==> src/rtl/keypad_event_ctrl.sv <==
// keypad_event_ctrl
//   Turns the scanner's debounced level outputs into discrete key events (press and,
//   optionally, auto-repeat). Events go into a small show-ahead FIFO that downstream
//   logic drains with rd_en.
//
//   Optional feature macro: KEYPAD_AUTOREPEAT_EN
//     defined   - DELAY/REPEAT timer generates repeat events (key_data[5] = 1)
//     undefined - no timer, no REPEAT state; only press events are produced
//
// Ports:
//   clk       in   system clock (posedge)
//   rst       in   asynchronous active-high reset
//   keyCode   in   [1:0] column, [4:2] row; row 3'h7 means no key
//   ready     in   scanner debounced key-valid level
//   rd_en     in   pop the head entry (ignored when empty)
//   clr_ovf   in   clear the sticky overflow flag
//   key_data  out  FIFO head: [4:0] code, [5] repeat flag
//   empty     out  FIFO empty
//   full      out  FIFO full
//   overflow  out  sticky: an event was dropped on a full FIFO
//   held      out  a valid key is currently held
module keypad_event_ctrl #(
    parameter int unsigned FIFO_AW      = 2,
    parameter int unsigned CNT_W        = 26,
    parameter int unsigned REPEAT_DELAY = 25_000_000,
    parameter int unsigned REPEAT_RATE  = 5_000_000
) (
    input  logic       clk,
    input  logic       rst,
    input  logic [4:0] keyCode,
    input  logic       ready,
    input  logic       rd_en,
    input  logic       clr_ovf,
    output logic [5:0] key_data,
    output logic       empty,
    output logic       full,
    output logic       overflow,
    output logic       held
);

    localparam int unsigned      DEPTH     = 2 ** FIFO_AW;
    localparam logic [FIFO_AW:0] DEPTH_CNT = (FIFO_AW + 1)'(DEPTH);
    localparam logic [FIFO_AW:0] ONE_CNT   = (FIFO_AW + 1)'(1);

`ifdef KEYPAD_AUTOREPEAT_EN
    localparam logic [CNT_W-1:0] DELAY_LOAD = CNT_W'(REPEAT_DELAY - 1);
    localparam logic [CNT_W-1:0] RATE_LOAD  = CNT_W'(REPEAT_RATE - 1);

    typedef enum logic [1:0] {StIdle, StDelay, StRepeat} state_e;
`else
    // StDelay simply means "key held" when auto-repeat is not built.
    typedef enum logic [0:0] {StIdle, StDelay} state_e;
`endif

    state_e     state_q, state_d;
    logic [4:0] code_q, code_d;
`ifdef KEYPAD_AUTOREPEAT_EN
    logic [CNT_W-1:0] timer_q, timer_d;
`endif

    logic       valid_key;
    logic       push_req;
    logic [5:0] push_data;

    assign valid_key = ready & (keyCode[4:2] != 3'h7);

    // ------------------------------------------------------------------
    // Event FSM
    // ------------------------------------------------------------------
    always_comb begin
        state_d   = state_q;
        code_d    = code_q;
        push_req  = 1'b0;
        push_data = 6'h00;
`ifdef KEYPAD_AUTOREPEAT_EN
        timer_d   = timer_q;
`endif
        unique case (state_q)
            StIdle: begin
                if (valid_key) begin
                    push_req  = 1'b1;
                    push_data = {1'b0, keyCode};
                    code_d    = keyCode;
                    state_d   = StDelay;
`ifdef KEYPAD_AUTOREPEAT_EN
                    timer_d   = DELAY_LOAD;
`endif
                end
            end
            default: begin
                if (!valid_key) begin
                    // Release: timer is left frozen, no event.
                    state_d = StIdle;
                end else if (keyCode != code_q) begin
                    // Code changed without release: treat as a fresh press.
                    push_req  = 1'b1;
                    push_data = {1'b0, keyCode};
                    code_d    = keyCode;
                    state_d   = StDelay;
`ifdef KEYPAD_AUTOREPEAT_EN
                    timer_d   = DELAY_LOAD;
                end else if (timer_q == '0) begin
                    push_req  = 1'b1;
                    push_data = {1'b1, code_q};
                    timer_d   = RATE_LOAD;
                    state_d   = StRepeat;
                end else begin
                    timer_d   = timer_q - 1'b1;
`endif
                end
            end
        endcase
    end

    always_ff @(posedge clk or posedge rst) begin
        if (rst) begin
            state_q <= StIdle;
            code_q  <= 5'h00;
`ifdef KEYPAD_AUTOREPEAT_EN
            timer_q <= '0;
`endif
        end else begin
            state_q <= state_d;
            code_q  <= code_d;
`ifdef KEYPAD_AUTOREPEAT_EN
            timer_q <= timer_d;
`endif
        end
    end

    assign held = (state_q != StIdle);

    // ------------------------------------------------------------------
    // Show-ahead FIFO
    // ------------------------------------------------------------------
    logic [5:0]         mem_q [DEPTH];
    logic [FIFO_AW-1:0] wr_ptr_q, wr_ptr_d;
    logic [FIFO_AW-1:0] rd_ptr_q, rd_ptr_d;
    logic [FIFO_AW-1:0] rd_ptr_nx;
    logic [FIFO_AW:0]   count_q, count_d;
    logic [5:0]         key_data_q, key_data_d;
    logic               overflow_q, overflow_d;
    logic               do_push, do_pop, ovf_set;

    assign empty     = (count_q == '0);
    assign full      = (count_q == DEPTH_CNT);
    assign do_pop    = rd_en & ~empty;
    // A pop in the same cycle frees a slot, so a full FIFO still accepts the push.
    assign do_push   = push_req & (~full | do_pop);
    assign ovf_set   = push_req & full & ~do_pop;
    assign rd_ptr_nx = rd_ptr_q + 1'b1;

    always_comb begin
        wr_ptr_d   = wr_ptr_q;
        rd_ptr_d   = rd_ptr_q;
        count_d    = count_q;
        key_data_d = key_data_q;
        overflow_d = overflow_q;

        if (do_push) wr_ptr_d = wr_ptr_q + 1'b1;
        if (do_pop)  rd_ptr_d = rd_ptr_nx;

        unique case ({do_push, do_pop})
            2'b10:   count_d = count_q + 1'b1;
            2'b01:   count_d = count_q - 1'b1;
            default: count_d = count_q;
        endcase

        // Registered head: track what mem[rd_ptr] will be after this edge; hold when
        // the FIFO ends up empty.
        if (empty) begin
            if (do_push) key_data_d = push_data;
        end else if (do_pop) begin
            if (count_q == ONE_CNT) begin
                if (do_push) key_data_d = push_data;
            end else begin
                key_data_d = mem_q[rd_ptr_nx];
            end
        end

        // Set wins over clear.
        if (ovf_set)      overflow_d = 1'b1;
        else if (clr_ovf) overflow_d = 1'b0;
    end

    always_ff @(posedge clk) begin
        if (do_push) mem_q[wr_ptr_q] <= push_data;
    end

    always_ff @(posedge clk or posedge rst) begin
        if (rst) begin
            wr_ptr_q   <= '0;
            rd_ptr_q   <= '0;
            count_q    <= '0;
            key_data_q <= 6'h00;
            overflow_q <= 1'b0;
        end else begin
            wr_ptr_q   <= wr_ptr_d;
            rd_ptr_q   <= rd_ptr_d;
            count_q    <= count_d;
            key_data_q <= key_data_d;
            overflow_q <= overflow_d;
        end
    end

    assign key_data = key_data_q;
    assign overflow = overflow_q;

endmodule

==> config.mk <==
export PLATFORM = sky130hd
export DESIGN_NAME = keypad_event_ctrl
export DESIGN_NICKNAME = d
export VERILOG_FILES = /design/src/rtl/keypad_event_ctrl.sv
export SDC_FILE = /design/constraint.sdc
export NUM_CORES = 1
export LEC_CHECK = 0
export BUFFER_PORTS_ARGS = -buffer_cell sky130_fd_sc_hd__buf_2
export CAP_MARGIN = 20
export CORE_UTILIZATION = 55
export CTS_CLUSTER_DIAMETER = 120
export DETAILED_ROUTE_END_ITERATION = 6
export PLACE_DENSITY = 0.75
export SLEW_MARGIN = 40
export SYNTH_ARGS = -nofsm -noshare
export SYNTH_HDL_FRONTEND = slang
export SYNTH_SLANG_ARGS = --single-unit
export TNS_END_PERCENT = 10
==> constraint.sdc <==
create_clock -name clk -period 4.32 [get_ports clk]
set_input_delay 0.216 -clock clk [delete_from_list [all_inputs] [get_ports clk]]
set_output_delay 0.216 -clock clk [all_outputs]
set_load 0.005 [all_outputs]
### Yosys cells after proc, flatten, opt, wreduce, memory -nomap -nowiden

Memories as Yosys holds them, arrays and structs flattened.
Cells that the tools add are included.

* reduce and logical (&&, ||, !) cells: 5
* equality and inequality tests: 7
* $add $sub $neg: 4
* muxes and demuxes: 21
* bitwise operators: 9

Operator list (count)
* $mux W5: 7
* $mux W6: 5
* $mux W1: 8
* $pmux W3 S2: 1
* $reduce_bool A2 Y1: 3
* $and A1 B1 Y1: 5
* $ne A5 B5 Y1: 1
* $add A2 B1 Y2 const B: 2
* $add A3 B1 Y3 const B: 1
* $eq A3 B1 Y1 const B: 1
* $eq A3 B3 Y1 const B: 1
* $logic_not A3 Y1: 1
* $ne A3 B3 Y1 const B: 1
* $not A1 Y1: 3
* $sub A3 B1 Y3 const B: 1
* $eq A2 B1 Y1 const B: 1
* $eq A2 B2 Y1 const B: 1
* $ne A2 B1 Y1 const B: 1
* $reduce_and A2 Y1: 1
* $or A1 B1 Y1: 1

* output and inout bits: 10
* memories kept: 1
* bits in registers: 20
* logic and storage cells: 54
* RAM bits: 24

Memory list
* mem_q: depth 4, width 6, rd ports 1, clocked after memory_dff 0, wr ports 1, line 136 `logic [5:0] mem_q [DEPTH];`

### Depth between registers and ports, before layout

Gate-level depths: netlist of run 1.

* depth after elaboration: 9
* gate-level depth with buffers: 10
* mapped depth without buffers: 10

### Worst setup path after synthesis of run 1

No wires, ideal clock.

* path type: reg2reg
* start: register count_q[0]
* end: register count_q[2]
* clock period less this slack: 2.089 ns
* data required time: 4.241 ns
* setup slack: 2.231 ns
* arrival time: 2.010 ns
* setup time: 0.079 ns
* stages on the path, launching flop included: 10
* cell sequence: dfrtp_1 > inv_1 > ha_1 > and2_1 > nor2b_1 > a211oi_4 > inv_1 > ha_1 > nor2_1 > xor2_1

* elaborated cells on any way between the ends: 13

RTL lines
* from (decl): line 140 `logic [FIFO_AW:0] count_q, count_d;`
* from (signal assigned): line 200 `count_q <= count_d;`
* $eq A3 B3 Y1 (*): line 146 `assign full = (count_q == DEPTH_CNT);`
* net full: line 36 `output logic full,`
* $not A1 Y1 (*): line 149 `assign do_push = push_req & (~full | do_pop);`
* $or A1 B1 Y1 (*): line 149
* $and A1 B1 Y1 (*): line 149
* $eq A2 B1 Y1 / $eq A2 B2 Y1 (equally long branches): line 163 `unique case ({do_push, do_pop})`
* $pmux W3 S2 / $reduce_bool A2 Y1 (equally long branches)

The timed path passes the listed nets; every way through them passes the cells marked *.
A chain may end at the register's enable or synchronous reset.

### Worst setup path in the final report of run 1

* start: register count_q[0]
* end: register count_q[2]

* cells in the longest elaborated chain, start to end: 7
* elaborated cells on any way between the ends: 13

Ends and longest elaborated chain
* $logic_not A3 Y1: line 145 `assign empty = (count_q == '0);`
* $not A1 Y1: line 147 `assign do_pop = rd_en & ~empty;`
* $and A1 B1 Y1: line 147
* $or A1 B1 Y1: line 149
* $and A1 B1 Y1: line 149
* $eq A2 B1 Y1 / $eq A2 B2 Y1 (equally long branches): line 163
* $pmux W3 S2 / $reduce_bool A2 Y1 (equally long branches)

Parallel ways exist; a longest one is shown, timed or not.

==> impl_metrics.env, run 1 <==
export IMPL_r2r_end="count_q[2]"
export IMPL_endpoint="count_q[2]"
export IMPL_period_share_pct=52.3
export IMPL_cp_end_kind="flip-flop"
export IMPL_crit_path_start="count_q[0]"
export IMPL_netlist_area_sq_um=1900
export IMPL_outcome="completed"
export IMPL_place_ws_ns=2.07
export IMPL_cts_resized=0
export IMPL_core_rowCount=20
export IMPL_ioPinCount=20
export IMPL_worst_pin_slew_ns=0.731
export IMPL_yosysTopAreaCellShare_pct=31.7
export IMPL_final_setup_viol_count=0
export IMPL_drt_iter0_markers=16
export IMPL_crit_slowest_cell="dfrtp_1"
export IMPL_slowest_delay_ns=0.42
export IMPL_fp_dieH_microns=60.7
export IMPL_crit_chain="inv_1 > ha_1 > and2_1 > nor2b_1 > a211oi_4 > inv_1 > ha_1 > nor2_1 > xor2_1"
export IMPL_antenna_left=0
export IMPL_drv_slew=0
export IMPL_io_buffers=19
export IMPL_first_global_vias=1043
export IMPL_rsz0062_at_grt="false"
export IMPL_grt_pass1_wl_microns=5200
export IMPL_antenna_found_initial=0
export IMPL_clk_pin_slew_ns=0.11
export IMPL_core_area_sq_um=3150
export IMPL_fin_ws_ns=2.06
export IMPL_hpwlAfterDp_microns=2340
export IMPL_hp_class="in -> reg"
export IMPL_globalplace_congestion=0.779
export IMPL_path_delay_family="adder cells"
export IMPL_p_leak_nw=0.883
export IMPL_path_depth=9
export IMPL_cp_data_required_time_ns=4.59
export IMPL_hold_violations=0
export IMPL_seq_area_frac_synth_pct=58.0
export IMPL_grt_max_degree=21
export IMPL_track_usage_pct=20.9
export IMPL_yosysTopAreaCell="edfxtp_1"
export IMPL_ys_async_sr_fraction_pct=50.0
export IMPL_ff2ff_setup_slack_ns=2.06
export IMPL_max_freq_mhz=442
export IMPL_postCtsHoldBufs=0
export IMPL_critPathMaxFanout=7
export IMPL_worst_ir_drop_vdd_mv=0.337
export IMPL_cp_arrival_ns=2.53
export IMPL_clockBufferDepth=2
export IMPL_syn_area_per_cell_sq_um=15.3
export IMPL_synthTopCellsByCount="dfrtp_1, edfxtp_1, mux2_2"
export IMPL_dr_total_vias=1029
export IMPL_power_density_nw_per_um2=606
export IMPL_n_antenna_cell=0
export IMPL_grt_ovfl_total=0
export IMPL_post_cts_buffers=0
export IMPL_drive_above_1_share_pct=35.3
export IMPL_synth_warning_count=0
export IMPL_die_w_microns=60.7
export IMPL_drc=0
export IMPL_start_util_pct=60.2
export IMPL_max_slew_margin_pct=51.0
export IMPL_worst_path_buf_inv=2
export IMPL_drt_total_wl_microns=3290
export IMPL_crit_path_start_kind="flip-flop"
export IMPL_post_drt_wl_per_cell_microns=16.9
export IMPL_r2r_start="count_q[0]"
export IMPL_cts_root_buf="clkbuf_4"
export IMPL_placed_cells=185
export IMPL_cap_violations=0
export IMPL_cts_sinks=40
export IMPL_synth_edff_count=20
export IMPL_yosys_top_cells_area="edfxtp_1, dfrtp_1, mux2_2"
export IMPL_clk_latency_ns=0.35
export IMPL_final_setup_tns_ns=0
export IMPL_crit_type="reg -> reg"
export IMPL_area_delta_synth_final_pct=11.9
export IMPL_routed_via_density=5.30
export IMPL_die_area_sq_um=3690
export IMPL_ys_seq_elements=40
export IMPL_synth_main_ff_cell="edfxtp_1"
export IMPL_syn_inst=124
export IMPL_mappedNetlistNets=143
export IMPL_fin_skew_ns=0.00998
export IMPL_reg2reg_depth=9
export IMPL_fin_crit_ns=2.26
export IMPL_cts_inserted_buffers=5
export IMPL_cts_max_level=2
export IMPL_tritoncts="yes"
export IMPL_fin_cells=194
export IMPL_num_nets_final=168
export IMPL_synth_cell_type_count=26
export IMPL_first_pass_iters=4
how the worst min path moves through the flow:
stage                     depth (start not counted)     from     endpoint
after floorplan                                   1      rst    code_q[0]
after detailed placement                          2      rst   count_q[1]
after CTS                                         2      rst  key_data[4]
after global placement                            2      rst   count_q[0]
after global routing                              3  clr_ovf     overflow
final                                             3  clr_ovf     overflow
worst min-delay path, delay by kind of cell:
family | cells | cell delay (ns)
buffers and inverters | 2 | 0.14
AOI/OAI and AO/OA | 1 | 0.12
metal layers:
layer	wire (microns)	share of wire, %	vias up	track usage (%)
li1	-	-	481	-
met1	1460	44	517	26.3
met2	1670	51	24	34.9
met3	120	3.6	7	6.40
met4	45	1.4	0	6.82
met5	0	0	-	0
layout by cell type, fill, tap and decap left out, types with 2 or more instances in the layout:
master	count
a211oi_4	2
and2_1	9
buf_2	19
clkbuf_4	5
dfrtp_1	20
edfxtp_1	20
ha_1	9
inv_1	9
mux2_2	15
mux4_2	5
nand2_1	3
nor2_1	4
nor2b_1	3
xnor2_1	4
xor2_1	7
layout make-up:
type,count,area [sq um]
clock buffers,5,37.5
inverters,10,37.5
multi-input cells,72,743
well taps,44,55.1
flip-flops and latches,40,1100
fillers,237,1030
clock inverters,3,42.5
repair buffers,20,105
report_power, final:
part           leakage [nW]  switching, W  internal, W
registers             0.426     0.0000797     0.000506
logic                 0.416      0.000201     0.000253
clock network        0.0412      0.000125     0.000121
state kept, by name, summed over array words and instances (netlist names):
signal and flops:
mem_q 20, key_data 6, code_q 5, count_q 3, rd_ptr_q 2, wr_ptr_q 2
held 1, overflow 1
through the flow:
step                      total power (W)  utilization [%]  instance area [sq um]  hold slack [ns]
after floorplan                  0.000937                -                   1900            0.180
after global placement            0.00103             64.4                   2030            0.379
after detailed placement          0.00106             64.4                   2030            0.391
after CTS                         0.00130             67.0                   2110          0.00243
after global routing              0.00137             67.3                   2120            0.139
final                             0.00129             67.3                   2120            0.167
cell families after synthesis:
| logic type | count (synthesis) | share of synthesized area, % |
|---|---|---|
| muxes | 22 | 16.2 |
| DFF | 40 | 58.0 |
| xor gates and xnor gates | 11 | 5.08 |
| AOI/OAI and AO/OA | 8 | 4.88 |
| adders and majority gates | 9 | 5.94 |
| buffers and inverters | 12 | 2.77 |
| and+or+nand+nor | 22 | 7.12 |
No activity file was read; power rests on OpenSTA's default activity.
==> run 2: changes to the inputs <==
==> constraint.sdc (replaced) <==
create_clock -name clk -period 2.27 [get_ports clk]
set_input_delay 0.1135 -clock clk [delete_from_list [all_inputs] [get_ports clk]]
set_output_delay 0.1135 -clock clk [all_outputs]
set_load 0.005 [all_outputs]
==> impl_metrics.env, run 2 (synthesis results as in run 1) <==
export IMPL_core_area_sq_um=3150
export IMPL_post_drt_wl_per_cell_microns=15.6
export IMPL_cts_inserted_buffers=5
export IMPL_cts_max_level=2
export IMPL_routed_via_density=5.21
export IMPL_area_delta_synth_final_pct=13.2
export IMPL_whs_ns=0.0511
export IMPL_die_w_microns=60.7
export IMPL_dr_total_vias=1026
export IMPL_first_global_vias=1027
export IMPL_first_pass_iters=4
export IMPL_fin_crit_ns=2.10
export IMPL_placed_cells=187
export IMPL_core_rowCount=20
export IMPL_fp_dieH_microns=60.7
export IMPL_grt_ovfl_total=0
export IMPL_largest_reg_flops=20
export IMPL_hold_violations=0
export IMPL_fin_cells=197
export IMPL_drt_iter0_markers=45
export IMPL_drc=0
export IMPL_hpwlAfterDp_microns=2270
export IMPL_hold_start="clr_ovf"
export IMPL_seqCellArea_sq_um=1100
export IMPL_die_area_sq_um=3690
export IMPL_outcome="completed"
export IMPL_cts_sinks=40
export IMPL_r2r_start="count_q[0]"
export IMPL_whs_endpoint="overflow"
export IMPL_min_path_cells=3
export IMPL_p_leak_nw=0.900
export IMPL_worst_ir_drop_vdd_mv=0.800
export IMPL_final_setup_viol_count=0
export IMPL_drv_slew=0
export IMPL_antenna_found_initial=0
export IMPL_drt_total_wl_microns=3070
export IMPL_ff2ff_setup_slack_ns=0.17
export IMPL_max_slew_margin_pct=69.0
export IMPL_cp_data_required_time_ns=2.51
export IMPL_drive_above_1_share_pct=37.9
export IMPL_grt_pass1_wl_microns=4850
export IMPL_io_buffers=19
export IMPL_cts_root_buf="clkbuf_4"
export IMPL_tritoncts="yes"
export IMPL_fillCellCount=231
export IMPL_hp_class="in -> reg"
export IMPL_crit_type="reg -> reg"
export IMPL_power_density_nw_per_um2=1150
export IMPL_r2r_end="count_q[2]"
export IMPL_critPathMaxFanout=4
export IMPL_crit_path_start_kind="flip-flop"
export IMPL_grt_max_degree=21
export IMPL_top_register="mem_q"
export IMPL_reg2reg_depth=10
export IMPL_fin_skew_ns=0.00783
export IMPL_crit_path_start="count_q[0]"
export IMPL_cp_end_kind="flip-flop"
export IMPL_antenna_left=0
export IMPL_clk_pin_slew_ns=0.12
export IMPL_period_share_pct=92.5
export IMPL_layout_common_cells="dfrtp_1, edfxtp_1, buf_2"
export IMPL_cp_arrival_ns=2.34
export IMPL_multi_input_area_sq_um=746
export IMPL_clockBufferDepth=2
export IMPL_start_util_pct=60.2
export IMPL_ioPinCount=20
export IMPL_num_nets_final=171
export IMPL_cap_violations=0
export IMPL_n_antenna_cell=0
export IMPL_track_usage_pct=19.7
export IMPL_clk_latency_ns=0.35
export IMPL_worst_pin_slew_ns=0.463
export IMPL_globalplace_congestion=0.773
export IMPL_max_freq_mhz=476
run 2: cell types whose count changed in the layout (fill, tap and decap cells not counted):
| cell | delta |
|---|---|
| buf_4 | +3 |
| clkinv_1 | -1 |
| inv_2 | +1 |
| nor2_1 | -1 |
| nor2_2 | +1 |
run 2: what timing repair did:
action                                 4_1_cts  5_1_grt
endpoints found under the hold margin       20        0
gates resized for setup                      0        1
hold buffers                                 1        0
setup endpoints to repair                    0        3
buffers inserted                             0        1
run 2: power breakdown:
part	leakage, nW	total, W	switching, W	internal, W
clock network	0.0412	0.000461	0.000232	0.000230
logic	0.432	0.000891	0.000382	0.000509
registers	0.426	0.00111	0.000147	0.000963
total	0.900	0.00246	0.000761	0.00170
run 2: routing by layer:
layer	track usage, %	vias up	routed length, microns
met5	0	-	0
met4	11.0	0	51
met3	5.76	4	88
met2	31.1	15	1580
met1	24.5	517	1350
li1	-	490	-
run 2: critical path, stage by stage, from the launching register on:
cell and delay (ns):
dfrtp_1 0.42, inv_1 0.08, ha_1 0.25, and2_1 0.18, nor2b_1 0.16, a211oi_4 0.22, inv_1 0.06, ha_1 0.23
mux2i_1 0.19, nor2_2 0.06, xor2_1 0.14
run 2: worst max path at each step:
stage / endpoint / slack [ns] / cells after the start
after floorplan: count_q[2] / 0.18 / 9
after global placement: count_q[2] / 0.24 / 10
after detailed placement: mem_q[3][2] / 0.16 / 7
after CTS: mem_q[3][0] / 0.14 / 7
after global routing: count_q[2] / -0.008 / 9
final: count_q[2] / 0.17 / 10
run 2: cell type report:
cell class / instances / share of cell area (%)
sequential: 40 / 51.3
multi-input combinational: 72 / 34.7
timing repair buffer: 23 / 5.94
tap: 44 / 2.56
clock inverter: 3 / 1.98
clock buffer: 5 / 1.75
inverter: 10 / 1.75
run 2: metrics by stage:
stage | util (%) | worst slack [ns] | power, W | TNS [ns] | area [sq um]
5_1_grt | 68.1 | -0.00764 | 0.00262 | -0.00764 | 2150
2_1_floorplan | - | 0.181 | 0.00178 | 0 | 1900
4_1_cts | 67.8 | 0.137 | 0.00248 | 0 | 2140
6_report | 68.1 | 0.171 | 0.00246 | 0 | 2150
3_5_place_dp | 64.9 | 0.158 | 0.00201 | 0 | 2050
3_3_place_gp | 64.9 | 0.240 | 0.00198 | 0 | 2050
==> run 3: changes to the inputs <==
--- a/config.mk
+++ b/config.mk
@@ -5,6 +5,7 @@
 export SDC_FILE = /design/constraint.sdc
 export NUM_CORES = 1
 export LEC_CHECK = 0
+export ABC_AREA = 1
 export BUFFER_PORTS_ARGS = -buffer_cell sky130_fd_sc_hd__buf_2
 export CAP_MARGIN = 20
 export CORE_UTILIZATION = 55
==> impl_metrics.env, run 3 <==
export IMPL_syn_inst=199
export IMPL_p_int_w=0.00145
export IMPL_start_util_pct=57.8
export IMPL_core_rowCount=21
export IMPL_clockBufferDepth=2
export IMPL_clkPwrFrac_pct=14.4
export IMPL_seq_area_frac_synth_pct=57.1
export IMPL_antenna_found_initial=0
export IMPL_cts_root_buf="clkbuf_4"
export IMPL_final_setup_viol_count=0
export IMPL_top_register="mem_q"
export IMPL_critPathMaxFanout=9
export IMPL_n_antenna_cell=0
export IMPL_whs_endpoint="held"
export IMPL_layout_common_cells="nand2_1, inv_1, dfrtp_1, edfxtp_1, buf_2"
export IMPL_final_area_sq_um=2140
export IMPL_grt_pass1_wl_microns=5450
export IMPL_synth_cell_type_count=23
export IMPL_drc=0
export IMPL_period_share_pct=88.0
export IMPL_drt_iter0_markers=65
export IMPL_ys_async_sr_fraction_pct=50.0
export IMPL_cts_inserted_buffers=5
export IMPL_first_global_vias=1269
export IMPL_routed_via_density=4.78
export IMPL_whs_ns=0.0547
export IMPL_fin_skew_ns=0.00574
export IMPL_largest_reg_flops=20
export IMPL_mappedNetlistNets=218
export IMPL_post_drt_wl_per_cell_microns=12.1
export IMPL_pwr_share_comb_pct=38.9
export IMPL_dr_total_vias=1300
export IMPL_p_leak_nw=1.06
export IMPL_yosys_top_cells_area="edfxtp_1, dfrtp_1, nand2_1"
export IMPL_area_delta_synth_final_pct=11.0
export IMPL_worst_ir_drop_vdd_mv=0.765
export IMPL_globalplace_congestion=0.782
export IMPL_grt_ovfl_total=0
export IMPL_core_area_sq_um=3340
export IMPL_reg2reg_depth=11
export IMPL_cp_end_kind="flip-flop"
export IMPL_drt_total_wl_microns=3300
export IMPL_synthTopCellsByCount="nand2_1, inv_1, dfrtp_1, edfxtp_1, nor2_1"
export IMPL_fp_dieH_microns=61.2
export IMPL_r2r_start="count_q[0]"
export IMPL_synth_edff_count=20
export IMPL_netlist_area_sq_um=1930
export IMPL_crit_path_start="count_q[0]"
export IMPL_min_path_cells=3
export IMPL_r2r_end="count_q[2]"
export IMPL_worst_pin_slew_ns=0.704
export IMPL_seq_power_share_pct=46.7
export IMPL_num_nets_final=244
export IMPL_layout_commonest_cell="nand2_1"
export IMPL_drv_slew=0
export IMPL_drive_above_1_share_pct=15.9
export IMPL_max_slew_margin_pct=52.8
export IMPL_synth_main_ff_cell="edfxtp_1"
export IMPL_switching_share_pct=38.8
export IMPL_cts_max_level=2
export IMPL_cp_data_required_time_ns=2.52
export IMPL_final_setup_tns_ns=0
export IMPL_cts_sinks=40
export IMPL_net_switching_power_w=0.000919
export IMPL_fillCellCount=288
export IMPL_crit_type="reg -> reg"
export IMPL_ioPinCount=20
export IMPL_first_pass_iters=4
export IMPL_clk_latency_ns=0.35
export IMPL_die_area_sq_um=3750
export IMPL_antenna_left=0
export IMPL_track_usage_pct=21.5
export IMPL_cap_violations=0
export IMPL_max_freq_mhz=501
export IMPL_finalCoreUtilization_pct=64.2
export IMPL_ff2ff_setup_slack_ns=0.27
export IMPL_hp_class="in -> reg"
export IMPL_grt_max_degree=21
export IMPL_dpl_instance_area_sq_um=2070
export IMPL_yosysTopAreaCellShare_pct=31.1
export IMPL_syn_area_per_cell_sq_um=9.70
export IMPL_rsz0062_at_grt="false"
export IMPL_ys_seq_elements=40
export IMPL_hold_violations=0
export IMPL_clk_pin_slew_ns=0.10
export IMPL_synth_most_common_cell="nand2_1"
export IMPL_fin_crit_ns=2.00
export IMPL_power_density_nw_per_um2=1110
export IMPL_synth_warning_count=0
export IMPL_hpwlAfterDp_microns=2390
export IMPL_hold_start="ready"
export IMPL_die_w_microns=61.2
export IMPL_crit_path_start_kind="flip-flop"
export IMPL_cp_arrival_ns=2.25
export IMPL_yosysTopAreaCell="edfxtp_1"
export IMPL_io_buffers=19
export IMPL_outcome="completed"
export IMPL_tritoncts="yes"
-- run 3: changes by cell type after synthesis, sizes merged, moves of 3 or more --
cell    delta
nand3     +11
mux2      -15
a21oi      +6
and2      -10
nand2     +50
o21ai      +7
a211oi     -3
nor2      +17
mux4       -5
xor2       -4
inv       +23
nor2b      -3
-- run 3: power by group through the flow --
| stage | clock [W] | combinational, W | sequential (W) |
|---|---|---|---|
| detailed placement | 0 | 0.000915 | 0.00113 |
| floorplan | 0 | 0.000727 | 0.00107 |
| CTS | 0.000349 | 0.000928 | 0.00111 |
| global placement | 0 | 0.000901 | 0.00112 |
| finish | 0.000341 | 0.000922 | 0.00111 |
| global route | 0.000375 | 0.00108 | 0.00113 |
-- run 3: what timing repair did --
| action | in CTS | in global routing |
|---|---|---|
| hold buffers | 2 | 0 |
| setup buffers | 0 | 0 |
| hold endpoints to repair | 21 | 0 |
| gates resized for setup | 0 | 0 |
-- run 3: layout make-up --
type / instances / area, sq um / area share (%)
clock buffer: 7 / 45.0 / 2.10
clock inverter: 1 / 5.00 / 0.234
inverter: 33 / 124 / 5.78
multi-input combinational: 124 / 694 / 32.4
sequential: 40 / 1100 / 51.4
tap: 46 / 57.6 / 2.69
timing repair buffer: 21 / 115 / 5.37
-- run 3: kinds of logic after synthesis --
family          Yosys count  share of synthesized area [%]
buf+inv                  35                           6.94
flops                    40                           57.1
xor+xnor                  5                           2.27
mux                       1                          0.584
fa+ha+maj                 9                           5.84
simple gates             88                           21.1
compound gates           21                           6.16
-- run 3: worst max-delay path by stage --
stage	end	slack [ns]	cells after the start
floorplan	count_q[2]	0.44	11
global placement	count_q[2]	0.34	11
detailed placement	count_q[2]	0.26	11
CTS	count_q[2]	0.24	11
global route	count_q[2]	0.04	11
finish	count_q[2]	0.27	11
-- run 3: layer usage --
layer	vias to the layer above	global-route usage (%)	routed length, microns
met2	21	34.8	1570
met5	-	0	0
met3	9	4.41	119
li1	684	-	-
met1	586	26.4	1510
met4	0	13.3	99
-- run 3: per-stage QoR --
step	std cells	worst slack (ns)	total power, W
finish	272	0.272	0.00237
global route	272	0.0440	0.00258
CTS	272	0.243	0.00239
detailed placement	262	0.260	0.00204
global placement	262	0.344	0.00202
floorplan	199	0.438	0.00179
-- run 3: critical path, stage by stage, from the launching register on --
cell and delay [ns]:
dfrtp_1 0.42, inv_1 0.08, ha_1 0.22, nand2_1 0.09
nor2_1 0.04, inv_1 0.10, nand3_4 0.15, ha_1 0.38
nor2_1 0.13, o21ai_0 0.11, xor2_1 0.13, inv_1 0.05
